## config.mk

```make
export PLATFORM = sky130hd
export DESIGN_NAME = time_counter
export DESIGN_NICKNAME = d
export VERILOG_FILES = /design/src/rtl/time_counter.sv
export SDC_FILE = /design/constraint.sdc
export NUM_CORES = 1
export LEC_CHECK = 0
export CAP_MARGIN = 5
export CELL_PAD_IN_SITES_DETAIL_PLACEMENT = 0
export CELL_PAD_IN_SITES_GLOBAL_PLACEMENT = 1
export CORE_MARGIN = 2
export CORE_UTILIZATION = 38
export CTS_BUF_LIST = sky130_fd_sc_hd__clkbuf_4
export DETAILED_ROUTE_END_ITERATION = 12
export HOLD_SLACK_MARGIN = 0.12
export PLACE_DENSITY_LB_ADDON = 0.1
export SYNTH_ARGS = -nofsm -noshare
export SYNTH_HDL_FRONTEND = slang
export SYNTH_SLANG_ARGS = --single-unit
```

## constraint.sdc

```tcl
create_clock -name clk -period 2 [get_ports clk]
set_clock_uncertainty 0.05 [all_clocks]
set_input_delay 0.5 -clock clk [delete_from_list [all_inputs] [get_ports clk]]
set_output_delay 0.5 -clock clk [all_outputs]
set_load 0.02 [all_outputs]
```

## src/rtl/time_counter.sv

```systemverilog
// time_counter: 24-hour BCD time-of-day counter.
//
// Advances seconds, minutes and hours on each one-second tick in run mode. In set
// mode the seconds are held at 00 and minutes and hours step on key pulses without
// carrying into each other. All outputs are registered.
//
// Ports:
//   clk         system clock
//   reset       synchronous, active-high reset (highest priority)
//   tick        one-cycle pulse per second from the divider
//   set_en      level, 1 = set mode, 0 = run mode
//   inc_min     one-cycle key pulse, steps minutes in set mode
//   inc_hour    one-cycle key pulse, steps hours in set mode
//   sec_bcd     seconds, BCD {tens, ones}, 00..59
//   min_bcd     minutes, BCD, 00..59
//   hour_bcd    hours, BCD, 00..23
//   min_carry   pulse when seconds wrap 59 -> 00 in run mode
//   hour_chime  pulse when minutes wrap 59 -> 00 in run mode
//   day_wrap    pulse on 23:59:59 -> 00:00:00
module time_counter #(
    parameter logic [7:0] RESET_HOUR = 8'h00,
    parameter logic [7:0] RESET_MIN  = 8'h00
) (
    input  logic       clk,
    input  logic       reset,
    input  logic       tick,
    input  logic       set_en,
    input  logic       inc_min,
    input  logic       inc_hour,
    output logic [7:0] sec_bcd,
    output logic [7:0] min_bcd,
    output logic [7:0] hour_bcd,
    output logic       min_carry,
    output logic       hour_chime,
    output logic       day_wrap
);

    logic [7:0] sec_q, sec_d;
    logic [7:0] min_q, min_d;
    logic [7:0] hour_q, hour_d;
    logic       min_carry_q, min_carry_d;
    logic       hour_chime_q, hour_chime_d;
    logic       day_wrap_q, day_wrap_d;

    // BCD increment modulo 60; 59 wraps to 00.
    function automatic logic [7:0] inc_mod60(input logic [7:0] v);
        logic [7:0] r;
        if (v[3:0] == 4'd9) begin
            if (v[7:4] == 4'd5) begin
                r = 8'h00;
            end else begin
                r = {v[7:4] + 4'd1, 4'd0};
            end
        end else begin
            r = {v[7:4], v[3:0] + 4'd1};
        end
        return r;
    endfunction

    // BCD increment modulo 24; 23 wraps to 00, 09 -> 10 and 19 -> 20.
    function automatic logic [7:0] inc_mod24(input logic [7:0] v);
        logic [7:0] r;
        if (v == 8'h23) begin
            r = 8'h00;
        end else if (v[3:0] == 4'd9) begin
            r = {v[7:4] + 4'd1, 4'd0};
        end else begin
            r = {v[7:4], v[3:0] + 4'd1};
        end
        return r;
    endfunction

    logic sec_wrap, min_wrap;

    assign sec_wrap = (sec_q == 8'h59);
    assign min_wrap = sec_wrap && (min_q == 8'h59);

    always_comb begin
        sec_d        = sec_q;
        min_d        = min_q;
        hour_d       = hour_q;
        min_carry_d  = 1'b0;
        hour_chime_d = 1'b0;
        day_wrap_d   = 1'b0;

        if (set_en) begin
            // Set mode: seconds pinned to 00, ticks dropped, no cross-digit carry.
            sec_d = 8'h00;
            if (inc_min) begin
                min_d = inc_mod60(min_q);
            end
            if (inc_hour) begin
                hour_d = inc_mod24(hour_q);
            end
        end else if (tick) begin
            sec_d       = inc_mod60(sec_q);
            min_carry_d = sec_wrap;
            if (sec_wrap) begin
                min_d = inc_mod60(min_q);
            end
            hour_chime_d = min_wrap;
            if (min_wrap) begin
                hour_d     = inc_mod24(hour_q);
                day_wrap_d = (hour_q == 8'h23);
            end
        end
    end

    always_ff @(posedge clk) begin
        if (reset) begin
            sec_q        <= 8'h00;
            min_q        <= RESET_MIN;
            hour_q       <= RESET_HOUR;
            min_carry_q  <= 1'b0;
            hour_chime_q <= 1'b0;
            day_wrap_q   <= 1'b0;
        end else begin
            sec_q        <= sec_d;
            min_q        <= min_d;
            hour_q       <= hour_d;
            min_carry_q  <= min_carry_d;
            hour_chime_q <= hour_chime_d;
            day_wrap_q   <= day_wrap_d;
        end
    end

    assign sec_bcd    = sec_q;
    assign min_bcd    = min_q;
    assign hour_bcd   = hour_q;
    assign min_carry  = min_carry_q;
    assign hour_chime = hour_chime_q;
    assign day_wrap   = day_wrap_q;

endmodule
```

==> flow_metrics.env <==
export IMPL_async_flop_share=0
export IMPL_outcome="finished, final reports clean"
export IMPL_die_area_um2=4112
export IMPL_n_antenna_cell=0
export IMPL_insertion_delay_ns=0.32
export IMPL_area_growth_pct=40.53
export IMPL_synth_area_um2=1374
export IMPL_slew_violations=0
export IMPL_layout_cells_non_filler=248
export IMPL_dr_max_layer_used="met4"
export IMPL_synthCells=156
export IMPL_yosys_register_bits=27
export IMPL_ys_seq_area_frac=0.3934
export IMPL_final_util=0.5652
export IMPL_wl_met2_mm=1.481
export IMPL_wl_per_cell_um=12.52
export IMPL_numCtsBuffers=3
export IMPL_start_util=0.4022
export IMPL_routed_wl_mm=3.105
export IMPL_hold_violations=0
export IMPL_grt_first_pass_wirelength_mm=5.416
export IMPL_fin_setup_tns_ns=0
export IMPL_yosys_warnings=0
export IMPL_row_count=21
export IMPL_slew_headroom=0.7872
export IMPL_dp_hpwl_mm=2.344
export IMPL_place_inst=244
export IMPL_irDropWorstVdd_mv=0.2277
export IMPL_power_leakage_nw=0.9922
export IMPL_fmax_mhz=515.1
export IMPL_setup_viol=0
export IMPL_p_total_w=0.0008960
export IMPL_yosysUniqueCellTypes=46
export IMPL_power_density_nw_per_um2=464.1
export IMPL_cts_htree_levels=1
export IMPL_synth_edf_count=0
export IMPL_end_kind="flop"
export IMPL_syn_nets=166
export IMPL_hold_buffers=0
export IMPL_wl_met1_mm=1.477
export IMPL_cp_data_required_time_ns=2.20
export IMPL_max_cap_violations=0
export IMPL_routabilityCongestion=0.7950
export IMPL_first_iter_violations=55
export IMPL_core_um2=3416
export IMPL_io_pins=33
export IMPL_grt_pass1_vias=1208
export IMPL_die_h_um=64.13
export IMPL_tightestPinTransition_ns=0.3163
export IMPL_period_needed_ns=1.941
export IMPL_clock_sinks=27
export IMPL_met3WireLength_um=127
export IMPL_mostFrequentLayoutCells="24 x dfxtp_1, 23 x nor2_1, 15 x clkdlybuf4s50_1, 15 x dlymetal6s2s_1, 15 x buf_4"
export IMPL_worstSetupPathType="input port to flop"
export IMPL_viasPerCell=5.048
export IMPL_dr_pass1_iters=4
export IMPL_drive_above_1_share=0.1931
export IMPL_crit_fanout=7
export IMPL_crit_arrival_ns=2.14
export IMPL_io_buffer_count=32
export IMPL_synth_ff_type="dfxtp_1"
export IMPL_globalRouteOverflowTotal=0
export IMPL_antenna_found_initial=0
export IMPL_hp_class="flop to flop"
export IMPL_antenna_left=0
export IMPL_avgSynthCellArea_um2=8.807
export IMPL_period_share=0.9707
export IMPL_path_clk_slew_ns=0.14
export IMPL_die_w_um=64.13
export IMPL_grt_max_degree=20
export IMPL_cts_tree="built"
export IMPL_startpoint_type="input port"
export IMPL_cts_path_max_buffers=2
export IMPL_drcViolationCount=0
export IMPL_vias=1252
export IMPL_cts_root_buf="clkbuf_4"
export IMPL_fin_nets=213
export IMPL_cts_setup_buffers=0
export IMPL_final_common_cell="dfxtp_1"
export IMPL_track_usage=0.1641
sequential cells by signal, indices dropped and copies added, names as in the netlist:
register	count
day_wrap	1
hour_bcd	8
hour_chime	1
min_bcd	8
min_carry	1
sec_bcd	8
worst paths after layout:
path	end	start	slack, ns	cells past startpoint
worst min register to register	sec_bcd[3]	sec_bcd[3]	0.48	2
worst min-delay path	sec_bcd[3]	sec_bcd[3]	0.48	2
worst max register to register	hour_bcd[4]	hour_bcd[1]	0.19	8
worst max-delay path	hour_bcd[3]	tick	0.06	7
critical path: stages:
cell             delay, ns
clkdlybuf4s50_1       0.47
and3b_2               0.23
nand3_4               0.09
o41ai_4               0.35
buf_6                 0.18
a41oi_1               0.12
a311oi_1              0.20
power breakdown:
part | leakage [nW] | total (W) | switching, W | internal [W]
registers | 0.219 | 0.000554 | 0.00000958 | 0.000545
clock network | 0.0184 | 0.000250 | 0.000159 | 0.0000916
logic | 0.754 | 0.0000915 | 0.0000442 | 0.0000473
total | 0.992 | 0.000896 | 0.000212 | 0.000684
Yosys cell counts, drive strengths merged (2+ instances only):
master,n,share of area
dfxtp,27,0.39
ha,4,0.036
nor3b,2,0.011
clkbuf,5,0.014
a21oi,9,0.033
o21ai,6,0.022
xnor2,3,0.019
nand2b,3,0.014
or3,3,0.015
nor2b,5,0.025
mux2i,2,0.015
inv,7,0.019
nand4,4,0.018
and3b,3,0.021
nor4bb,2,0.015
a211oi,2,0.011
and2b,2,0.012
a311oi,2,0.013
a31o,3,0.019
nand2,9,0.025
nand4b,2,0.013
nor2,23,0.063
and2,2,0.010
xor2,5,0.032
nand3,5,0.027
a41o,3,0.023
logic make-up after synthesis:
family          synth area share
buf+inv                  0.03643
xor+xnor                 0.05100
simple gates              0.3033
mux                      0.01457
flops                     0.3934
compound gates            0.1649
fa+ha+maj                0.03643
routing by layer:
layer / GRT usage / up-vias
met5: 0 / -
met4: 0.06383 / 0
met3: 0.02465 / 2
met2: 0.2669 / 21
met1: 0.2186 / 578
li1: - / 651
through the flow:
step | hold WS (ns) | area (um2) | setup WS, ns
3_3_place_gp | 0.4366 | 1848 | -0.3661
3_5_place_dp | 0.4583 | 1848 | -0.4567
5_1_grt | 0.5203 | 1931 | -0.01798
4_1_cts | 0.4815 | 1883 | 0.0008343
6_report | 0.4774 | 1931 | 0.05862
2_1_floorplan | 0.5244 | 1374 | 0.04802
repair_timing:
item | CTS | global route
gates resized for setup | 7 | 17
endpoints found under the setup margin | 7 | 18
pin swaps | 0 | 1
final cells by class:
cell class / count / area (um2)
inverters: 7 / 26.28
flip-flops and latches: 27 / 544.3
well taps: 46 / 57.56
multi-input cells: 116 / 793.3
fillers: 327 / 1485
clock buffers: 4 / 30.03
repair buffers: 48 / 479.2
No activity file was read; power rests on OpenSTA's default activity.
